[config.mk]
export PLATFORM = sky130hd
export DESIGN_NAME = converter_arbiter_flat
export DESIGN_NICKNAME = d
export VERILOG_FILES = /design/src/rtl/converter_arbiter_pkg.sv /design/src/rtl/converter_arbiter_if.sv /design/src/rtl/conv_rsp_fifo.sv /design/src/rtl/converter_arbiter.sv /design/src/flat_wrapper.sv
export SDC_FILE = /design/constraint.sdc
export NUM_CORES = 1
export LEC_CHECK = 0
export ABC_AREA = 0
export BUFFER_PORTS_ARGS = -buffer_cell sky130_fd_sc_hd__buf_2
export CORE_MARGIN = 1
export CORE_UTILIZATION = 48
export CTS_CLUSTER_DIAMETER = 50
export DETAILED_ROUTE_END_ITERATION = 10
export GPL_TIMING_DRIVEN = 0
export PLACE_DENSITY = 0.73
export SYNTH_ARGS = -nofsm -noshare
export SYNTH_HDL_FRONTEND = slang
export SYNTH_HIERARCHICAL = 1
export SYNTH_SLANG_ARGS = --single-unit
[constraint.sdc]
create_clock -name clk -period 3 [get_ports clk]
set_clock_uncertainty 0.05 [all_clocks]
set_input_delay 0.45 -clock clk [delete_from_list [all_inputs] [get_ports clk]]
set_output_delay 0.45 -clock clk [all_outputs]
set_load 0.05 [all_outputs]
[src/rtl/converter_arbiter_pkg.sv]
// Shared types for the converter arbiter: word width, pipeline tag, requester ids
// and the round-robin priority state.
package converter_arbiter_pkg;

  function automatic int unsigned word_width(input int unsigned montissa_length);
    return montissa_length + 9;
  endfunction

  typedef enum logic {
    REQ0 = 1'b0,
    REQ1 = 1'b1
  } req_id_e;

  typedef enum logic {
    PRIO_REQ0 = 1'b0,
    PRIO_REQ1 = 1'b1
  } rr_state_e;

  typedef struct packed {
    logic    valid;
    req_id_e id;
  } tag_t;

  localparam tag_t TAG_IDLE = '{valid: 1'b0, id: REQ0};

endpackage

[src/rtl/converter_arbiter_if.sv]
// Request, response and converter-pipeline signals of the converter arbiter.
interface converter_arbiter_if
  import converter_arbiter_pkg::*;
#(
  parameter int unsigned montissa_length = 23
);
  localparam int unsigned W = word_width(montissa_length);

  logic         req0_valid;
  logic         req0_ready;
  logic [W-1:0] req0_data;
  logic         req1_valid;
  logic         req1_ready;
  logic [W-1:0] req1_data;
  logic         pipe_in_valid;
  logic [W-1:0] pipe_in_data;
  logic [W-1:0] pipe_out_data;
  logic         rsp0_valid;
  logic         rsp0_ready;
  logic [W-1:0] rsp0_data;
  logic         rsp1_valid;
  logic         rsp1_ready;
  logic [W-1:0] rsp1_data;

  modport slave (
    input  req0_valid, req0_data, req1_valid, req1_data,
    input  rsp0_ready, rsp1_ready, pipe_out_data,
    output req0_ready, req1_ready, pipe_in_valid, pipe_in_data,
    output rsp0_valid, rsp0_data, rsp1_valid, rsp1_data
  );

  modport master (
    output req0_valid, req0_data, req1_valid, req1_data,
    output rsp0_ready, rsp1_ready, pipe_out_data,
    input  req0_ready, req1_ready, pipe_in_valid, pipe_in_data,
    input  rsp0_valid, rsp0_data, rsp1_valid, rsp1_data
  );

endinterface

[src/rtl/conv_rsp_fifo.sv]
// Per-requester response FIFO; push and pop may coincide at any occupancy.
module conv_rsp_fifo #(
  parameter int unsigned W     = 32,
  parameter int unsigned DEPTH = 4
) (
  input  logic                         clk,
  input  logic                         rst_n,
  input  logic                         wr_en,
  input  logic [W-1:0]                 wr_data,
  input  logic                         rd_ready,
  output logic                         rd_valid,
  output logic [W-1:0]                 rd_data,
  output logic [$clog2(DEPTH+1)-1:0]   count
);
  localparam int unsigned AW = $clog2(DEPTH);

  logic [W-1:0]  mem [DEPTH];
  logic [AW-1:0] wr_ptr;
  logic [AW-1:0] rd_ptr;
  logic          pop;

  assign rd_valid = (count != '0);
  assign pop      = rd_valid && rd_ready;
  assign rd_data  = rd_valid ? mem[rd_ptr] : '0;

  always_ff @(posedge clk) begin
    if (wr_en) mem[wr_ptr] <= wr_data;
  end

  // Pointers wrap naturally because DEPTH is a power of two.
  always_ff @(posedge clk or negedge rst_n) begin
    if (!rst_n) begin
      wr_ptr <= '0;
      rd_ptr <= '0;
      count  <= '0;
    end else begin
      if (wr_en) wr_ptr <= wr_ptr + 1'b1;
      if (pop)   rd_ptr <= rd_ptr + 1'b1;
      case ({wr_en, pop})
        2'b10:   count <= count + 1'b1;
        2'b01:   count <= count - 1'b1;
        default: count <= count;
      endcase
    end
  end

endmodule

[src/rtl/converter_arbiter.sv]
// Round-robin arbiter sharing one fixed-latency converter between two requesters,
// with credit-based flow control into per-requester response FIFOs.
module converter_arbiter
  import converter_arbiter_pkg::*;
#(
  parameter int unsigned montissa_length = 23,
  parameter int unsigned PIPE_LATENCY    = 1,
  parameter int unsigned RSP_DEPTH       = 4
) (
  input logic                 clk,
  input logic                 rst_n,
  converter_arbiter_if.slave  bus
);
  localparam int unsigned W         = word_width(montissa_length);
  localparam int unsigned CW        = $clog2(RSP_DEPTH + 1);
  localparam logic [CW:0] DEPTH_LIM = (CW + 1)'(RSP_DEPTH);

  tag_t          tag_sr [PIPE_LATENCY];
  tag_t          tag_in;
  tag_t          tag_out;
  rr_state_e     rr_q;
  rr_state_e     rr_d;
  logic [CW-1:0] inflight [2];
  logic [CW-1:0] count [2];
  logic [1:0]    credit;
  logic [1:0]    elig;
  logic [1:0]    grant;
  logic [1:0]    wr_en;
  logic          launch;

  // A slot is reserved at launch, so FIFO space is guaranteed when the tag exits.
  always_comb begin
    credit = '0;
    for (int unsigned i = 0; i < 2; i++)
      credit[i] = ({1'b0, count[i]} + {1'b0, inflight[i]}) < DEPTH_LIM;
  end

  always_comb begin
    elig  = {bus.req1_valid, bus.req0_valid} & credit & {2{rst_n}};
    grant = '0;
    rr_d  = rr_q;
    if (elig[0] && (!elig[1] || rr_q == PRIO_REQ0)) begin
      grant[0] = 1'b1;
      rr_d     = PRIO_REQ1;
    end else if (elig[1]) begin
      grant[1] = 1'b1;
      rr_d     = PRIO_REQ0;
    end
  end

  assign launch            = |grant;
  assign bus.req0_ready    = grant[0];
  assign bus.req1_ready    = grant[1];
  assign bus.pipe_in_valid = launch;
  assign bus.pipe_in_data  = grant[0] ? bus.req0_data :
                             grant[1] ? bus.req1_data : '0;

  always_comb begin
    tag_in       = TAG_IDLE;
    tag_in.valid = launch;
    tag_in.id    = grant[1] ? REQ1 : REQ0;
  end

  assign tag_out  = tag_sr[PIPE_LATENCY-1];
  assign wr_en[0] = tag_out.valid && (tag_out.id == REQ0);
  assign wr_en[1] = tag_out.valid && (tag_out.id == REQ1);

  always_ff @(posedge clk or negedge rst_n) begin
    if (!rst_n) rr_q <= PRIO_REQ0;
    else        rr_q <= rr_d;
  end

  always_ff @(posedge clk or negedge rst_n) begin
    if (!rst_n) begin
      for (int unsigned k = 0; k < PIPE_LATENCY; k++) tag_sr[k] <= TAG_IDLE;
    end else begin
      tag_sr[0] <= tag_in;
      for (int unsigned k = 1; k < PIPE_LATENCY; k++) tag_sr[k] <= tag_sr[k-1];
    end
  end

  always_ff @(posedge clk or negedge rst_n) begin
    if (!rst_n) begin
      for (int unsigned i = 0; i < 2; i++) inflight[i] <= '0;
    end else begin
      for (int unsigned i = 0; i < 2; i++) begin
        if (grant[i] && !wr_en[i])      inflight[i] <= inflight[i] + 1'b1;
        else if (!grant[i] && wr_en[i]) inflight[i] <= inflight[i] - 1'b1;
      end
    end
  end

  conv_rsp_fifo #(.W(W), .DEPTH(RSP_DEPTH)) u_rsp_fifo0 (
    .clk      (clk),
    .rst_n    (rst_n),
    .wr_en    (wr_en[0]),
    .wr_data  (bus.pipe_out_data),
    .rd_ready (bus.rsp0_ready),
    .rd_valid (bus.rsp0_valid),
    .rd_data  (bus.rsp0_data),
    .count    (count[0])
  );

  conv_rsp_fifo #(.W(W), .DEPTH(RSP_DEPTH)) u_rsp_fifo1 (
    .clk      (clk),
    .rst_n    (rst_n),
    .wr_en    (wr_en[1]),
    .wr_data  (bus.pipe_out_data),
    .rd_ready (bus.rsp1_ready),
    .rd_valid (bus.rsp1_valid),
    .rd_data  (bus.rsp1_data),
    .count    (count[1])
  );

endmodule

[src/flat_wrapper.sv]
// flat-port wrapper written by rule: the top's interface ports become plain ports
module converter_arbiter_flat import converter_arbiter_pkg::*;
#(
  parameter int unsigned montissa_length = 23,
  parameter int unsigned PIPE_LATENCY    = 1,
  parameter int unsigned RSP_DEPTH       = 4
)
  (clk, rst_n, bus_req0_valid, bus_req0_data, bus_req1_valid, bus_req1_data, bus_rsp0_ready, bus_rsp1_ready, bus_pipe_out_data, bus_req0_ready, bus_req1_ready, bus_pipe_in_valid, bus_pipe_in_data, bus_rsp0_valid, bus_rsp0_data, bus_rsp1_valid, bus_rsp1_data);
  converter_arbiter_if #(.montissa_length(montissa_length)) bus_i ();
  input logic clk;
  input logic rst_n;
  input wire logic [$bits(bus_i.req0_valid)-1:0] bus_req0_valid;
  input wire logic [$bits(bus_i.req0_data)-1:0] bus_req0_data;
  input wire logic [$bits(bus_i.req1_valid)-1:0] bus_req1_valid;
  input wire logic [$bits(bus_i.req1_data)-1:0] bus_req1_data;
  input wire logic [$bits(bus_i.rsp0_ready)-1:0] bus_rsp0_ready;
  input wire logic [$bits(bus_i.rsp1_ready)-1:0] bus_rsp1_ready;
  input wire logic [$bits(bus_i.pipe_out_data)-1:0] bus_pipe_out_data;
  output wire logic [$bits(bus_i.req0_ready)-1:0] bus_req0_ready;
  output wire logic [$bits(bus_i.req1_ready)-1:0] bus_req1_ready;
  output wire logic [$bits(bus_i.pipe_in_valid)-1:0] bus_pipe_in_valid;
  output wire logic [$bits(bus_i.pipe_in_data)-1:0] bus_pipe_in_data;
  output wire logic [$bits(bus_i.rsp0_valid)-1:0] bus_rsp0_valid;
  output wire logic [$bits(bus_i.rsp0_data)-1:0] bus_rsp0_data;
  output wire logic [$bits(bus_i.rsp1_valid)-1:0] bus_rsp1_valid;
  output wire logic [$bits(bus_i.rsp1_data)-1:0] bus_rsp1_data;
  assign bus_i.req0_valid = bus_req0_valid;
  assign bus_i.req0_data = bus_req0_data;
  assign bus_i.req1_valid = bus_req1_valid;
  assign bus_i.req1_data = bus_req1_data;
  assign bus_i.rsp0_ready = bus_rsp0_ready;
  assign bus_i.rsp1_ready = bus_rsp1_ready;
  assign bus_i.pipe_out_data = bus_pipe_out_data;
  assign bus_req0_ready = bus_i.req0_ready;
  assign bus_req1_ready = bus_i.req1_ready;
  assign bus_pipe_in_valid = bus_i.pipe_in_valid;
  assign bus_pipe_in_data = bus_i.pipe_in_data;
  assign bus_rsp0_valid = bus_i.rsp0_valid;
  assign bus_rsp0_data = bus_i.rsp0_data;
  assign bus_rsp1_valid = bus_i.rsp1_valid;
  assign bus_rsp1_data = bus_i.rsp1_data;
  converter_arbiter #(.montissa_length(montissa_length), .PIPE_LATENCY(PIPE_LATENCY), .RSP_DEPTH(RSP_DEPTH)) u_core (.clk(clk), .rst_n(rst_n), .bus(bus_i));
endmodule
Word-level counts from Yosys, hierarchy flattened
Memories as Yosys holds them, arrays and structs flattened.
Cells that the tools add are included.
{ "op_classes": {"n_addsub": 14, "n_lt_le_gt_ge": 2, "eq_ne": 4, "n_mux": 20, "bitwise": 4, "reduce_logical": 23} }
{ "op_table": {"columns": ["operator", "n"], "rows": [
  ["32-bit two-way mux", 4],
  ["3-bit by 1-bit adder with 3-bit output, second input constant", 4],
  ["3-bit two-way mux", 4],
  ["3-bit case mux with 2 select lines", 2],
  ["3-bit by 1-bit subtractor with 3-bit output, second input constant", 4],
  ["1-bit two-way mux", 10],
  ["2-bit nonzero test", 5],
  ["1-bit logical AND", 9],
  ["2-bit by 1-bit adder with 2-bit output, second input constant", 4],
  ["3-bit by 3-bit adder with 4-bit output", 2],
  ["4-bit by 3-bit less-than comparator with 1-bit output, second input constant", 2],
  ["3-bit nonzero test", 2],
  ["1-bit logical NOT", 5],
  ["2-bit bitwise AND", 2],
  ["2-bit by 1-bit equality test with 1-bit output, second input constant", 2],
  ["2-bit equality test, second input constant", 2],
  ["1-bit inverter", 2],
  ["2-bit OR reduction", 1],
  ["1-bit logical OR", 1]
]} }
{ "totals": {"register_bits": 23, "ram_bits": 256, "inputBits": 102, "output_inout_bits": 101, "elab_cells": 80, "mem_count": 2} }
{ "memory_table": {"columns": ["memory", "words", "word_bits", "read_ports", "rd_ports_with_merged_regs", "write_ports", "line_no", "text"], "rows": [
  ["u_core.u_rsp_fifo0.mem", 4, 32, 1, 0, 1, "conv_rsp_fifo.sv:17", "logic [W-1:0] mem [DEPTH];"],
  ["u_core.u_rsp_fifo1.mem", 4, 32, 1, 0, 1, "conv_rsp_fifo.sv:17", null]
]} }

Longest topological paths before layout
{ "logic_depth": {"depth_word": 12, "depth_mapped": 12, "ltp_nobuf": 10} }

Cells and area by module
The synthesis kept the hierarchy.
{ "by_module_without_submodules": {"columns": ["mod", "instances", "cells_each", "area_per_inst_um2"], "rows": [
  ["conv_rsp_fifo", 2, 240, 5282.6],
  ["converter_arbiter", 1, 85, 924.6]
]} }

Least setup slack after synthesis
Ideal clock, no wire load.
{ "synth_path": {"kind": "reg-to-reg", "from": "register u_core/inflight[5] (netlist name)", "to": "register u_core/inflight[5] (netlist name)", "setup_ns": 0.079, "arrival_time_ns": 2.730, "required_ns": 2.871, "path_slack_ns": 0.141, "path_stages_with_launch": 12, "path_buffers": 1, "period_less_slack_ns": 2.859, "path_cell_list": "dfrtp_1 -> ha_1 -> nand3b_1 -> or3_4 -> a311oi_4 -> buf_6 -> ha_1 -> inv_1 -> fa_1 -> xor2_1 -> nor2_1 -> xor2_1"} }
{ "synth_via": {"elab_chain_cells": 9} }
{ "synth_lines": {"columns": ["item", "line_no", "text"], "rows": [
  ["start, declared", "converter_arbiter.sv:23", "logic [CW-1:0] inflight [2];"],
  ["start signal, assigned by index", "converter_arbiter.sv:87", "if (grant[i] && !wr_en[i]) inflight[i] <= inflight[i] + 1'b1;"],
  ["start signal, assigned by index", "converter_arbiter.sv:88", "else if (!grant[i] && wr_en[i]) inflight[i] <= inflight[i] - 1'b1;"],
  ["3-bit by 3-bit adder with 4-bit output *", "converter_arbiter.sv:35", "credit[i] = ({1'b0, count[i]} + {1'b0, inflight[i]}) < DEPTH_LIM;"],
  ["4-bit by 3-bit less-than comparator with 1-bit output *", "converter_arbiter.sv:35", null],
  ["2-bit bitwise AND * (2 in series)", "converter_arbiter.sv:39", "elig = {bus.req1_valid, bus.req0_valid} & credit & {2{rst_n}};"],
  ["1-bit logical AND *", "converter_arbiter.sv:42", "if (elig[0] && (!elig[1] || rr_q == PRIO_REQ0)) begin"],
  ["1-bit two-way mux *", "converter_arbiter.sv:42", null],
  ["net bus_req0_ready", "flat_wrapper.sv:19", "output wire logic [$bits(bus_i.req0_ready)-1:0] bus_req0_ready;"],
  ["1-bit logical NOT", "converter_arbiter.sv:88", null],
  ["1-bit logical AND", "converter_arbiter.sv:88", null],
  ["2-bit nonzero test (no line)", null, null]
]} }
Mark *: on every way through the listed nets, which the timed path passes. The rest lies on a longest branch. The select of a mux whose other input is x is not followed.
A chain may end at the register's enable or synchronous reset.

Final worst setup path
{ "layout_path": {"from": "register u_core/inflight[5] (netlist name)", "to": "output bus_pipe_in_data[13]"} }
{ "layout_via": {"elab_chain_cells": 8} }
{ "layout_lines": {"columns": ["item", "line_no", "text"], "rows": [
  ["3-bit by 3-bit adder with 4-bit output *", "converter_arbiter.sv:35", null],
  ["4-bit by 3-bit less-than comparator with 1-bit output *", "converter_arbiter.sv:35", null],
  ["2-bit bitwise AND * (2 in series)", "converter_arbiter.sv:39", null],
  ["1-bit logical AND *", "converter_arbiter.sv:42", null],
  ["1-bit two-way mux", "converter_arbiter.sv:42", null],
  ["32-bit two-way mux", "converter_arbiter.sv:56", "grant[1] ? bus.req1_data : '0;"],
  ["32-bit two-way mux *", "converter_arbiter.sv:55", "assign bus.pipe_in_data = grant[0] ? bus.req0_data :"],
  ["end, declared", "flat_wrapper.sv:22", "output wire logic [$bits(bus_i.pipe_in_data)-1:0] bus_pipe_in_data;"]
]} }
Mark *: on every way between the ends. The rest lies on a longest branch, timed or not.

==> flow_summary.yaml <==
run_status:
  run_status: "finished with violations"
  violations_in_the_final_reports: "setup timing"
placement:
  gpl.final_weighted_congestion: 0.770
  post_placement_worst_setup_slack_ns: -0.422
  numPlacedInstances: 1092
  hpwlAfterDp_mm: 15.4
  port_buffers: 202
power_and_ir_drop:
  power.internal_w: 0.00912
  power.share.combinational_pct: 44.9
  clock_power_share_pct: 23.6
  vdd_ir_drop_max_v: 0.000586
  cellPowerDensity_mw_per_mm2: 1040
  p_sw_share_pct: 39.5
  seq_power_share_pct: 31.5
  total_switching_power_w: 0.00594
  power_leakage_nw: 5.33
grt:
  grt_antenna_before_repair: 1
  globalRouteTotalUtil_pct: 20.2
  grt_remaining_overflow: 0
  grt_pass1_wl_mm: 36.6
  pin_count_of_the_biggest_net_entering_global_routing: 33
  grt_pass1_vias: 6539
critical_path:
  worstSetupStartpoint: "u_core/inflight[5]"
  timing.reg2reg.worst_path_depth: 12
  critical_path_class: "flip-flop to output pin"
  arrival_ns: 2.61
  delay_contributed_by_the_slowest_stage_of_the_critical_path_ns: 0.39
  worst_ep_required_time_ns: 2.50
  worst_setup_path_endpoint: "bus_pipe_in_data[13]"
  crit_path_end_kind: "output pin"
  critical_path.startpoint_type: "flip-flop"
  timing.critical_path.slowest_stage_cell: "sky130_fd_sc_hd__dfrtp_1"
  crit_path_max_fanout: 10
  timing.critical_path.cells: "ha_2, nand3b_1, buf_4, nor4b_4, and3b_1, buf_6, buf_6, a22o_1, buf_6"
  crit-reg2reg-capture: "u_core/inflight[1]"
  cpMostUsedCell: "sky130_fd_sc_hd__buf_6"
  ff2ff_setup_slack_ns: 0.11
  r2r-start: "u_core/inflight[5]"
cts:
  worst_setup_hold_path_clk_slew_ns: 0.06
  cts_tree: "done"
  cts_inserted_buffers: 30
  clk-insertion-delay-late_ns: 0.53
  clock-root-buffer: "sky130_fd_sc_hd__clkbuf_16"
  htree_num_levels: 1
  clock_sink_count: 279
  clk_path_buf_depth: 3
yosys:
  synthesis.nets: 687
  number_of_synthesized_flops_with_an_enable_pin: 256
  netlist-cell-type-count: 31
  yosysSeqAreaShare_pct: 71.9
  yosys.cell_count.top_type: "sky130_fd_sc_hd__edfxtp_1"
  ys_ff_latch: 279
  synthFlopType: "sky130_fd_sc_hd__edfxtp_1"
  synth.top_cell.area_share_pct: 66.9
  async_flop_share_pct: 8.24
  synthCells: 565
  synthTopCellsByArea: "sky130_fd_sc_hd__edfxtp_1 67%, sky130_fd_sc_hd__mux4_2 11%, sky130_fd_sc_hd__dfrtp_1 5.0%, sky130_fd_sc_hd__and2_1 4.0%, sky130_fd_sc_hd__a22o_1 2.4%"
  synthesis.area_per_instance_um2: 20.3
  synthDominantAreaCellType: "sky130_fd_sc_hd__edfxtp_1"
  most_numerous_cell_types_in_the_synthesized_netlist: "256 x sky130_fd_sc_hd__edfxtp_1, 74 x sky130_fd_sc_hd__and2_1, 56 x sky130_fd_sc_hd__mux4_2"
  ys.warnings.count: 6
  synthesis.area_mm2: 0.0115
timing:
  tightest_slew_ns: 1.12
  finalHoldViolations: 0
  layout_setup_ws_ns: -0.112
  setup_viol: 29
  timing.final.max_slew_violations: 0
  fmax_ghz: 0.321
  setup_repair_after_global_routing_missed_its_margin: "true"
  max_slew_margin_pct: 25.3
  finalCriticalPeriod_ns: 3.11
  finalCritPeriodShare_pct: 104
cells_and_area:
  synthToLayoutAreaGrowth_pct: 25.6
  final_core_util_pct: 61.5
  fin_cells: 1165
  register_area_mm2: 0.00826
  layout.filler_cells: 1658
  ratio_of_cells_with_drive_above_1_in_the_final_layout_pct: 43.1
  antennaDiodeCount: 0
  multiInputGateArea_mm2: 0.00293
  num-nets-final: 945
detailed_routing:
  wl_per_cell_um: 21.0
  number_of_nets_still_failing_antenna_checks_after_routing: 0
  drt_first_iter_violations: 368
  viasPerCell: 5.32
  drt_pre_antenna_iters: 4
  remaining_drc_errors: 0
  wirelength_mm: 24.5
  dr_total_vias: 6200
floorplan:
  floorplan.initialDensity_pct: 48.9
  num_io_pins: 203
  floorplan.die.width_um: 157
  floorplan.die_area_mm2: 0.0246
  die_y_um: 157
  core_area_mm2: 0.0235
  rows: 56
min_path:
  timing.hold.worst_path_depth: 1
  class_of_the_most_critical_hold_timing_path: "input pin to flip-flop"
run:
  cap_viol_max_count: 0
[cells by family after synthesis]
kind of cell	count (synthesis)	share of synthesized area, %
fa+ha+maj	20	2.44
buf+inv	47	3.04
xor+xnor	18	1.37
compound gates	37	2.86
flops	279	71.9
simple gates	96	5.19
mux	68	13.2
[timing repair]
action                                  in CTS  in global routing
endpoints found under the setup margin      34                 40
resized for setup                           62                 30
pin swaps                                   10                 14
endpoints found under the hold margin       23                  0
gates cloned                                 2                  1
setup buffers                                8                  7
hold buffers                                 1                  0
[flip-flops by register name, indices dropped and copies added (netlist names), 2 cells and up]
| name | flops |
|---|---|
| u_core/inflight | 6 |
| u_core/u_rsp_fifo1/mem | 128 |
| u_core/u_rsp_fifo0/rd_ptr | 2 |
| u_core/u_rsp_fifo0/mem | 128 |
| u_core/u_rsp_fifo1/wr_ptr | 2 |
| u_core/u_rsp_fifo1/count | 3 |
| u_core/u_rsp_fifo0/wr_ptr | 2 |
| u_core/u_rsp_fifo1/rd_ptr | 2 |
| u_core/tag_out | 2 |
| u_core/u_rsp_fifo0/count | 3 |
[critical path: cells and delay by family, from the launching register on]
| kind | cells | cell delay, ns |
|---|---|---|
| flip-flops | 1 | 0.39 |
| AO/OA/AOI/OAI | 1 | 0.26 |
| adder cells (fa/ha/maj) | 1 | 0.17 |
| buffers and inverters | 4 | 0.59 |
| AND/OR/NAND/NOR | 3 | 0.66 |
[through the flow]
stage	total power (W)	hold slack (ns)	area, µm²	setup TNS (ns)
after floorplan	0.00982	0.104	11500	0
after global placement	0.0112	0.413	12900	-1.51
after detailed placement	0.0113	0.419	13000	-3.11
after CTS	0.0151	0.113	14300	-1.50
after global routing	0.0157	0.117	14400	-4.99
final	0.0151	0.133	14400	-2.22
[how the worst min path moves through the flow]
stage                     slack, ns                   from                       endpoint
after global routing           0.12  bus_pipe_out_data[28]  u_core/u_rsp_fifo0/mem[1][28]
after detailed placement       0.42     u_core/inflight[2]             u_core/inflight[2]
final                          0.13   bus_pipe_out_data[3]   u_core/u_rsp_fifo1/mem[2][3]
after floorplan                0.10                  rst_n             u_core/inflight[0]
after CTS                      0.11  bus_pipe_out_data[16]  u_core/u_rsp_fifo1/mem[1][16]
after global placement         0.41                  rst_n   u_core/u_rsp_fifo0/wr_ptr[0]
[placed cells by master (no fill, tap or decap), types with 6 or more instances in the layout]
master / instances
sky130_fd_sc_hd__a22o_1: 32
sky130_fd_sc_hd__buf_4: 12
sky130_fd_sc_hd__edfxtp_1: 256
sky130_fd_sc_hd__mux4_2: 56
sky130_fd_sc_hd__and2_2: 8
sky130_fd_sc_hd__xor2_1: 12
sky130_fd_sc_hd__buf_12: 11
sky130_fd_sc_hd__inv_1: 16
sky130_fd_sc_hd__clkbuf_1: 15
sky130_fd_sc_hd__and2_1: 66
sky130_fd_sc_hd__xnor2_1: 6
sky130_fd_sc_hd__buf_2: 174
sky130_fd_sc_hd__dfrtp_1: 23
sky130_fd_sc_hd__ha_1: 14
sky130_fd_sc_hd__clkbuf_16: 31
sky130_fd_sc_hd__buf_6: 46
sky130_fd_sc_hd__mux4_1: 8
[area by class of cell]
type	instances	share of cell area [%]
clock buffers	38	5.56
plain buffers	30	1.97
clock inverters	17	1.19
repair buffers	227	10.6
flip-flops and latches	279	57.3
inverters	16	0.416
multi-input cells	239	20.3
well taps	319	2.77
[power by group through the flow]
stage | sequential, W | combinational, W | clock, W
global placement | 0.00480 | 0.00636 | 0
finish | 0.00474 | 0.00676 | 0.00356
detailed placement | 0.00482 | 0.00650 | 0
CTS | 0.00474 | 0.00672 | 0.00363
global route | 0.00477 | 0.00718 | 0.00377
floorplan | 0.00478 | 0.00504 | 0
[per-layer routing]
layer	global-route usage [%]	up-vias	wire, µm
met5	0	-	8
li1	-	2758	-
met3	3.41	36	1360
met1	25.2	3193	9590
met4	4.34	2	399
met2	36.7	211	13200
No activity file was read; power rests on OpenSTA's default activity.
